$ cat config.mk
export PLATFORM = sky130hd
export DESIGN_NAME = fpcvt_sequencer
export DESIGN_NICKNAME = d
export VERILOG_FILES = /design/src/rtl/fpcvt_pkg.sv /design/src/rtl/leading_one_detect.sv /design/src/rtl/fpcvt_sequencer.sv
export SDC_FILE = /design/constraint.sdc
export NUM_CORES = 1
export LEC_CHECK = 0
export BUFFER_PORTS_ARGS = -buffer_cell sky130_fd_sc_hd__buf_2
export CORE_MARGIN = 2
export CORE_UTILIZATION = 53
export CTS_CLUSTER_DIAMETER = 100
export CTS_CLUSTER_SIZE = 24
export DETAILED_ROUTE_END_ITERATION = 10
export PLACE_DENSITY = 0.76
export RECOVER_POWER = 50
export SLEW_MARGIN = 5
export SYNTH_ARGS = -nofsm -noshare
export SYNTH_HDL_FRONTEND = slang
export SYNTH_HIERARCHICAL = 1
export SYNTH_SLANG_ARGS = --single-unit
$ cat constraint.sdc
create_clock -name clk -period 2 [get_ports clk]
set_input_delay 0.4 -clock clk [delete_from_list [all_inputs] [get_ports clk]]
set_output_delay 0.4 -clock clk [all_outputs]
set_load 0.02 [all_outputs]
$ cat src/rtl/fpcvt_pkg.sv
// Shared types and constants for the 12-bit to 8-bit floating-point converter.
// Word format: sign, 3-bit exponent E, 4-bit significand F, value = F * 2^E.
package fpcvt_pkg;

  localparam int IN_W  = 12;
  localparam int EXP_W = 3;
  localparam int MAN_W = 4;
  localparam int LZ_W  = 4;

  localparam logic [EXP_W-1:0] EXP_MAX  = 3'd7;
  localparam logic [MAN_W-1:0] MAN_MAX  = 4'd15;
  localparam logic [MAN_W-1:0] MAN_HALF = 4'd8;

  typedef enum logic [2:0] {
    IDLE,
    ABS,
    ENC,
    RND,
    DONE
  } state_t;

endpackage

$ cat src/rtl/leading_one_detect.sv
// Combinational leading-one detector: counts leading zeros of the magnitude and
// extracts the 4-bit significand starting at the leading one plus the round bit.
module leading_one_detect
  import fpcvt_pkg::*;
(
  input  logic [IN_W-1:0]  mag,
  output logic [LZ_W-1:0]  lz,
  output logic [MAN_W-1:0] f,
  output logic             r
);

  localparam int WIN_W = MAN_W + 1;

  logic             found;
  logic [WIN_W-1:0] window;

  always_comb begin
    lz    = LZ_W'(IN_W);
    found = 1'b0;
    for (int i = IN_W - 1; i >= 0; i--) begin
      if (!found && mag[i]) begin
        lz    = LZ_W'(IN_W - 1 - i);
        found = 1'b1;
      end
    end
  end

  // Small magnitudes (lz >= 8) are taken verbatim with E = 0 and no rounding.
  always_comb begin
    window = '0;
    f      = mag[MAN_W-1:0];
    r      = 1'b0;
    if (lz < LZ_W'(2 ** EXP_W)) begin
      window = WIN_W'(mag >> (LZ_W'(IN_W - MAN_W - 1) - lz));
      f      = window[WIN_W-1:1];
      r      = window[0];
    end
  end

endmodule

$ cat src/rtl/fpcvt_sequencer.sv
// Multi-cycle sample-to-float converter: IDLE -> ABS -> ENC -> RND -> DONE,
// sharing one leading-one detector, with valid/ready handshakes on both sides.
module fpcvt_sequencer
  import fpcvt_pkg::*;
(
  input  logic             clk,
  input  logic             rst_n,
  input  logic             in_valid,
  output logic             in_ready,
  input  logic [IN_W-1:0]  in_d,
  output logic             out_valid,
  input  logic             out_ready,
  output logic             out_s,
  output logic [EXP_W-1:0] out_e,
  output logic [MAN_W-1:0] out_f,
  output logic             out_sat,
  output logic             busy
);

  state_t           state_q, state_d;
  logic [IN_W-1:0]  sample_q, sample_d;
  logic [IN_W-1:0]  mag_q, mag_d;
  logic             sat_q, sat_d;
  logic [EXP_W-1:0] e_q, e_d;
  logic [MAN_W-1:0] f_q, f_d;
  logic             r_q, r_d;
  logic             out_s_q, out_s_d;
  logic [EXP_W-1:0] out_e_q, out_e_d;
  logic [MAN_W-1:0] out_f_q, out_f_d;
  logic             out_sat_q, out_sat_d;

  logic [LZ_W-1:0]  lod_lz;
  logic [MAN_W-1:0] lod_f;
  logic             lod_r;
  logic [MAN_W:0]   f_sum;
  logic [EXP_W:0]   e_sum;
  logic [MAN_W-1:0] f_rnd;

  leading_one_detect u_lod (
    .mag (mag_q),
    .lz  (lod_lz),
    .f   (lod_f),
    .r   (lod_r)
  );

  always_ff @(posedge clk) begin
    if (!rst_n) begin
      state_q   <= IDLE;
      sample_q  <= '0;
      mag_q     <= '0;
      sat_q     <= 1'b0;
      e_q       <= '0;
      f_q       <= '0;
      r_q       <= 1'b0;
      out_s_q   <= 1'b0;
      out_e_q   <= '0;
      out_f_q   <= '0;
      out_sat_q <= 1'b0;
    end else begin
      state_q   <= state_d;
      sample_q  <= sample_d;
      mag_q     <= mag_d;
      sat_q     <= sat_d;
      e_q       <= e_d;
      f_q       <= f_d;
      r_q       <= r_d;
      out_s_q   <= out_s_d;
      out_e_q   <= out_e_d;
      out_f_q   <= out_f_d;
      out_sat_q <= out_sat_d;
    end
  end

  always_comb begin
    state_d = state_q;
    case (state_q)
      IDLE:    if (in_valid) state_d = ABS;
      ABS:     state_d = ENC;
      ENC:     state_d = RND;
      RND:     state_d = DONE;
      DONE:    if (out_ready) state_d = IDLE;
      default: state_d = IDLE;
    endcase
  end

  always_comb begin
    in_ready  = (state_q == IDLE);
    out_valid = (state_q == DONE);
    busy      = (state_q != IDLE);
    out_s     = out_s_q;
    out_e     = out_e_q;
    out_f     = out_f_q;
    out_sat   = out_sat_q;
  end

  // Rounding carry: F overflowing to 16 renormalises to 8 with E+1; E overflowing saturates.
  always_comb begin
    f_sum = {1'b0, f_q} + {{MAN_W{1'b0}}, r_q};
    e_sum = {1'b0, e_q};
    f_rnd = f_sum[MAN_W-1:0];
    if (f_sum[MAN_W]) begin
      f_rnd = MAN_HALF;
      e_sum = {1'b0, e_q} + {{EXP_W{1'b0}}, 1'b1};
    end
  end

  always_comb begin
    sample_d  = sample_q;
    mag_d     = mag_q;
    sat_d     = sat_q;
    e_d       = e_q;
    f_d       = f_q;
    r_d       = r_q;
    out_s_d   = out_s_q;
    out_e_d   = out_e_q;
    out_f_d   = out_f_q;
    out_sat_d = out_sat_q;
    case (state_q)
      IDLE: begin
        if (in_valid) begin
          sample_d  = in_d;
          sat_d     = 1'b0;
          out_sat_d = 1'b0;
        end
      end
      ABS: begin
        out_s_d = sample_q[IN_W-1];
        sat_d   = 1'b0;
        // The most negative sample has no positive twin; clamp it to the largest magnitude.
        if (sample_q == {1'b1, {(IN_W-1){1'b0}}}) begin
          mag_d = {1'b0, {(IN_W-1){1'b1}}};
          sat_d = 1'b1;
        end else if (sample_q[IN_W-1]) begin
          mag_d = (~sample_q) + {{(IN_W-1){1'b0}}, 1'b1};
        end else begin
          mag_d = sample_q;
        end
      end
      ENC: begin
        e_d = (lod_lz >= LZ_W'(2 ** EXP_W)) ? '0 : EXP_W'(LZ_W'(2 ** EXP_W) - lod_lz);
        f_d = lod_f;
        r_d = lod_r;
      end
      RND: begin
        if (e_sum[EXP_W]) begin
          out_e_d   = EXP_MAX;
          out_f_d   = MAN_MAX;
          out_sat_d = 1'b1;
        end else begin
          out_e_d   = e_sum[EXP_W-1:0];
          out_f_d   = f_rnd;
          out_sat_d = sat_q;
        end
      end
      default: ;
    endcase
  end

endmodule
## Word level (Yosys, flattened, before mapping)

Cells that the tools add are included.

- Flip-flop bits (word level): 45
- Bits of input ports: 16
- Output and inout port bits: 12
- Logic and storage cells: 97

- $add $sub $neg: 5
- Order comparisons: 2
- Equality and inequality tests: 7
- Shifts and indexed selects: 1
- Multiplexer cells: 40
- Bitwise operators: 1
- Reduce and logical (&&, ||, !) cells: 30

Operators with widths:

| operator | count |
|---|---|
| two-way mux 4 bit | 16 |
| two-way mux 12 bit | 2 |
| two-way mux 1 bit | 15 |
| case mux 3 bit (5 select lines) | 1 |
| adder 12 x 1 -> 12 bit (second input constant) | 1 |
| equality test 12 bit (second input constant) | 1 |
| two-way mux 3 bit | 4 |
| NOT 12 bit | 1 |
| >> shifter 12 x 4 -> 5 bit | 1 |
| logical AND 1 bit | 11 |
| zero test 1 bit | 11 |
| AND reduction 2 bit | 4 |
| equality test 3 x 2 -> 1 bit (second input constant) | 2 |
| adder 4 x 1 -> 5 bit | 1 |
| adder 3 x 1 -> 4 bit (second input constant) | 1 |
| >= comparator 4 bit (second input constant) | 1 |
| less-than comparator 4 bit (second input constant) | 1 |
| case mux 1 bit (2 select lines) | 2 |
| nonzero test 2 bit | 2 |
| subtractor 3 x 4 -> 4 bit (first input constant) | 1 |
| equality test 3 x 1 -> 1 bit (second input constant) | 1 |
| equality test 3 bit (second input constant) | 1 |
| zero test 3 bit | 1 |
| nonzero test 3 bit | 1 |
| 3 further kinds | 3 |

## Depth between registers and ports, before layout

- Depth after elaboration: 37
- Gate-level depth with buffers: 11

## By module

Netlist, hierarchy kept.

Modules (own cells, without submodules):

| module | instances | cells an instance | area each (um^2) | seq. area each (um^2) |
|---|---|---|---|---|
| fpcvt_sequencer | 1 | 241 | 2,068.2 | 900.9 |
| leading_one_detect | 1 | 72 | 521.8 | 0.0 |

## Worst setup path before layout

No wires, ideal clock.

- Kind: register -> register
- From: register mag_q[7]
- To: register e_q[2]
- Data arrival time: 1.982 ns
- Data required time: 1.935 ns
- Setup slack: -0.047 ns
- Stages on the path, launching flop included: 12
- Buffers on the path: 2
- Clock period less this slack: 2.047 ns
- Cells stage by stage: dfxtp_1 > buf_6 > nor4_4 > nand3_2 > o32ai_4 > buf_8 > inv_1 > ha_1 > xor2_1 > nor3_1 > a21oi_1 > nor2b_1

- Longest elaborated chain between the ends: 25

Ends and longest elaborated chain:

| element | RTL line | RTL |
|---|---|---|
| from (decl) | fpcvt_sequencer.sv:22 | `logic [IN_W-1:0] mag_q, mag_d;` |
| from (signal assigned) | fpcvt_sequencer.sv:62 | `mag_q <= mag_d;` |
| logical AND 1 bit * | leading_one_detect.sv:21 | `if (!found && mag[i]) begin` |
| two-way mux 1 bit | leading_one_detect.sv:21 |  |
| zero test 1 bit | leading_one_detect.sv:21 |  |
| logical AND 1 bit | leading_one_detect.sv:21 |  |
| two-way mux 1 bit | leading_one_detect.sv:21 |  |
| zero test 1 bit | leading_one_detect.sv:21 |  |
| logical AND 1 bit | leading_one_detect.sv:21 |  |
| two-way mux 1 bit | leading_one_detect.sv:21 |  |
| [... 10 more ...] | n/a |  |
| logical AND 1 bit | leading_one_detect.sv:21 |  |
| two-way mux 1 bit | leading_one_detect.sv:21 |  |
| zero test 1 bit | leading_one_detect.sv:21 |  |
| logical AND 1 bit | leading_one_detect.sv:21 |  |
| two-way mux 4 bit * | leading_one_detect.sv:21 |  |
| named net lod_lz[1] | fpcvt_sequencer.sv:32 | `logic [LZ_W-1:0] lod_lz;` |
| >= comparator 4 bit / subtractor 1 x 3 -> 3 bit (equally long branches) | fpcvt_sequencer.sv:140 | `e_d = (lod_lz >= LZ_W'(2 ** EXP_W)) ? '0 : EXP_W'(LZ_W'(2 ** EXP_W) - lod_lz);` |
| two-way mux 3 bit * | fpcvt_sequencer.sv:140 |  |
| to (signal assigned) | fpcvt_sequencer.sv:52 | `e_q <= '0;` |
| to (signal assigned) | fpcvt_sequencer.sv:64 | `e_q <= e_d;` |
| to (decl) | fpcvt_sequencer.sv:24 | `logic [EXP_W-1:0] e_q, e_d;` |

The timed path passes the listed nets; every way through them passes the cells marked *.
A chain may end at the register's enable or synchronous reset.

## Worst setup path in the final report

- From: register mag_q[5]
- To: register f_q[1]

- Longest elaborated chain between the ends: 20

Ends and longest elaborated chain:

| element | RTL line | RTL |
|---|---|---|
| logical AND 1 bit * | leading_one_detect.sv:21 |  |
| two-way mux 1 bit | leading_one_detect.sv:21 |  |
| zero test 1 bit | leading_one_detect.sv:21 |  |
| logical AND 1 bit | leading_one_detect.sv:21 |  |
| two-way mux 1 bit | leading_one_detect.sv:21 |  |
| zero test 1 bit | leading_one_detect.sv:21 |  |
| logical AND 1 bit | leading_one_detect.sv:21 |  |
| two-way mux 1 bit | leading_one_detect.sv:21 |  |
| [... 6 more ...] | n/a |  |
| zero test 1 bit | leading_one_detect.sv:21 |  |
| logical AND 1 bit | leading_one_detect.sv:21 |  |
| two-way mux 4 bit * | leading_one_detect.sv:21 |  |
| named net lod_lz[1] | fpcvt_sequencer.sv:32 |  |
| subtractor 3 x 4 -> 4 bit | leading_one_detect.sv:34 | `window = WIN_W'(mag >> (LZ_W'(IN_W - MAN_W - 1) - lz));` |
| >> shifter 12 x 4 -> 5 bit | leading_one_detect.sv:34 |  |
| two-way mux 4 bit * | leading_one_detect.sv:33 | `if (lz < LZ_W'(2 ** EXP_W)) begin` |
| named net lod_f[1] | fpcvt_sequencer.sv:33 | `logic [MAN_W-1:0] lod_f;` |
| to (signal assigned) | fpcvt_sequencer.sv:53 | `f_q <= '0;` |
| to (signal assigned) | fpcvt_sequencer.sv:65 | `f_q <= f_d;` |
| to (decl) | fpcvt_sequencer.sv:25 | `logic [MAN_W-1:0] f_q, f_d;` |

Marked as above.

==> metrics <==
Chip Width=between 70 and 80 um; CP startpoint kind=register; Nets=379; final worst path period share=just under 100%; total gr overflow=0; Core Footprint=4720 um2; crit path time final=1980 ps; share of cells above drive strength 1=23.1%; DP Wirelength=roughly 4.1 mm; Synthesis Warnings=6; most frequent cells in the layout=49 x nand2_1, 40 x dfxtp_1, 25 x a21oi_1, 25 x buf_4, 21 x a21boi_1; largest area contributor in the netlist=dfxtp_1; crit-path leading delay family=compound AO/OA/AOI/OAI gates; via count=2350; ANT cells=0; most common flop cell mapped by yosys=dfxtp_1; mapped cell area=2590 um2; vias in the first global route=2148; Final Hold Slack=between 300 and 400 ps; Mapped Nets=334; setup slack after layout=15.1 ps; kind of critical path=register to register; commonest non-fill, non-tap cell in the layout=nand2_1; die area=~5500 um2; first-pass GRT wire length=9.43 mm; Port Buffers=27; pwr/cell area=between 800 and 900 nW/um2; Finished Core Util=65.5%; Static Leakage=1.24 nW; mean routed wirelength per cell=~13 um; CP max stage cell=dfxtp_4; Layout area overhead=19.5%; Slew @ Worst Pin=647 ps; Worst Hold Class=primary input to register; IO Count=28; CP cell instances=nor2_2, o311a_1, o32ai_4, buf_12, mux2i_1, mux2i_1, a221o_1, nand2_1, a21boi_1; RSZ-0062 raised after global routing=true; RD Place Congestion=just over 0.9; CTS sink cnt=45; FF+latch count, synth=45; CTS tree=yes; post-place setup slack=-83.2 ps; Critical path buffers and inverters=1; DR iter-0 viols=152; clock buffer depth=2; Clk Latency, worst-skew pair=around 300 ps; largest net degree at the start of global routing=45; crit path DAT=2190 ps; CTS buffer count=5; Post-DRT Antenna Nets=0; Worst slew margin=56.9%; Post-synth EDFFs=0; Avg Inst Size Synth=8.27 um2; top-area cell type share of the netlist area=34.8%; max incr delay on CP=400 ps; final wirelength=5.74 mm; ranking of synthesized cells by area=dfxtp_1 35%, nand2_1 7.1%, a21boi_1 6.4%; setup TNS=0 ps; Initial Util=a little over half; # DRC=0; clock slew at reported path FFs=90 ps; Die Height=73.9 um; Setup crit end kind=register; Req. time, crit path=2200 ps; Syn Inst Count=about 310; Distinct cells, synth=between 60 and 70; VDD IR-drop max=approximately 470 uV; GRT Overall Usage=22.0%; drt via density=5.52; clock skew=8.91 ps; H-tree depth=2; Pre-Repair DR Iteration Count=4; Root Buffer=clkbuf_8; max-cap violation count=0; async set-or-reset flop fraction in the synthesized netlist=0%; # setup viols final=0; Final Max Tran Viols=0; Post-CTS Hold Buffers=0; sequential-to-total area share from yosys stat=between 30% and 40%; Worst path most repeated cell=mux2i_1; status=finished, final reports clean; final hold violations=0; num rows=25; maximum clock rate=504 MHz; initial antenna violation count=0; Critical Path Fanout Max=7
==> worst register-to-register path: cells and delay by family, from the launching register on <==
family | cells | cell delay, ps
compound gates | 4 | 950
flops | 1 | 400
mux | 2 | 280
buf+inv | 1 | 150
simple gates | 2 | 110
==> synth_stat cells (7+ instances only) <==
| master | n |
|---|---|
| a21boi_1 | 22 |
| a21oi_1 | 25 |
| clkbuf_1 | 7 |
| dfxtp_1 | 45 |
| inv_1 | 9 |
| mux2i_1 | 10 |
| nand2_1 | 49 |
| nor2_1 | 16 |
| nor2b_1 | 7 |
| o21ai_0 | 14 |
| o21ai_1 | 8 |
| xor2_1 | 8 |
==> path summary, 6_finish.rpt <==
check	startpoint	end	slack (ps)	depth (start not counted)
max	mag_q[5]	f_q[1]	20	9
min	in_d[9]	sample_q[9]	320	3
max reg2reg	mag_q[5]	f_q[1]	20	9
min reg2reg	f_q[0]	f_q[0]	470	2
==> per-stage QoR <==
step                total power [mW]  instance area, um2  cells
global route                    2.76                3100    426
global placement                1.89                2900    413
floorplan                       1.68                2600    313
CTS                             2.53                3040    422
finish                          2.60                3100    426
detailed placement              1.90                2900    413
==> final cells by class <==
class	count	area (um2)
clock buffer	5	68.8
clock inverter	3	21.3
fill	413	1630
inverter	10	37.5
multi-input combinational	240	1610
sequential	45	912
tap	67	83.8
timing repair buffer	56	367
==> state kept, by name, summed over array words and instances, names as in the netlist <==
name / cells
r_q: 1
state_q: 3
f_q: 4
out_s: 1
sample_q: 12
mag_q: 12
out_e: 3
e_q: 3
out_sat: 1
sat_q: 1
out_f: 4
==> power breakdown <==
part           internal (mW)  switching [mW]
combinational          0.468           0.497
clock                  0.248           0.330
sequential             0.966          0.0891
==> logic make-up (layout without fill, tap and decap cells) <==
| logic type | Yosys count | after routing | share of synthesized area [%] |
|---|---|---|---|
| flip-flops | 45 | 45 | 34.8 |
| multiplexers | 10 | 10 | 3.86 |
| adder cells (fa/ha/maj) | 5 | 5 | 2.42 |
| AND/OR/NAND/NOR | 109 | 109 | 21.9 |
| AO/OA/AOI/OAI | 104 | 104 | 27.4 |
| XOR/XNOR | 12 | 12 | 4.06 |
| buffers and inverters | 28 | 74 | 5.60 |
==> metal layers <==
layer  vias to the layer above  GRT usage, %  part of all wire, %
met4                         0          7.27                  1.3
li1                       1204             -                    -
met1                      1096          27.4                   47
met5                         -             0                    0
met2                        42          37.6                   49
met3                         8          4.66                  3.0
==> timing repair <==
action / 4_1_cts / 5_1_grt
resized for setup: 9 / 12
setup endpoints to repair: 5 / 5
buffers inserted: 1 / 4
pin swaps: 1 / 1
Note: power is estimated with default switching activity, not from simulation.
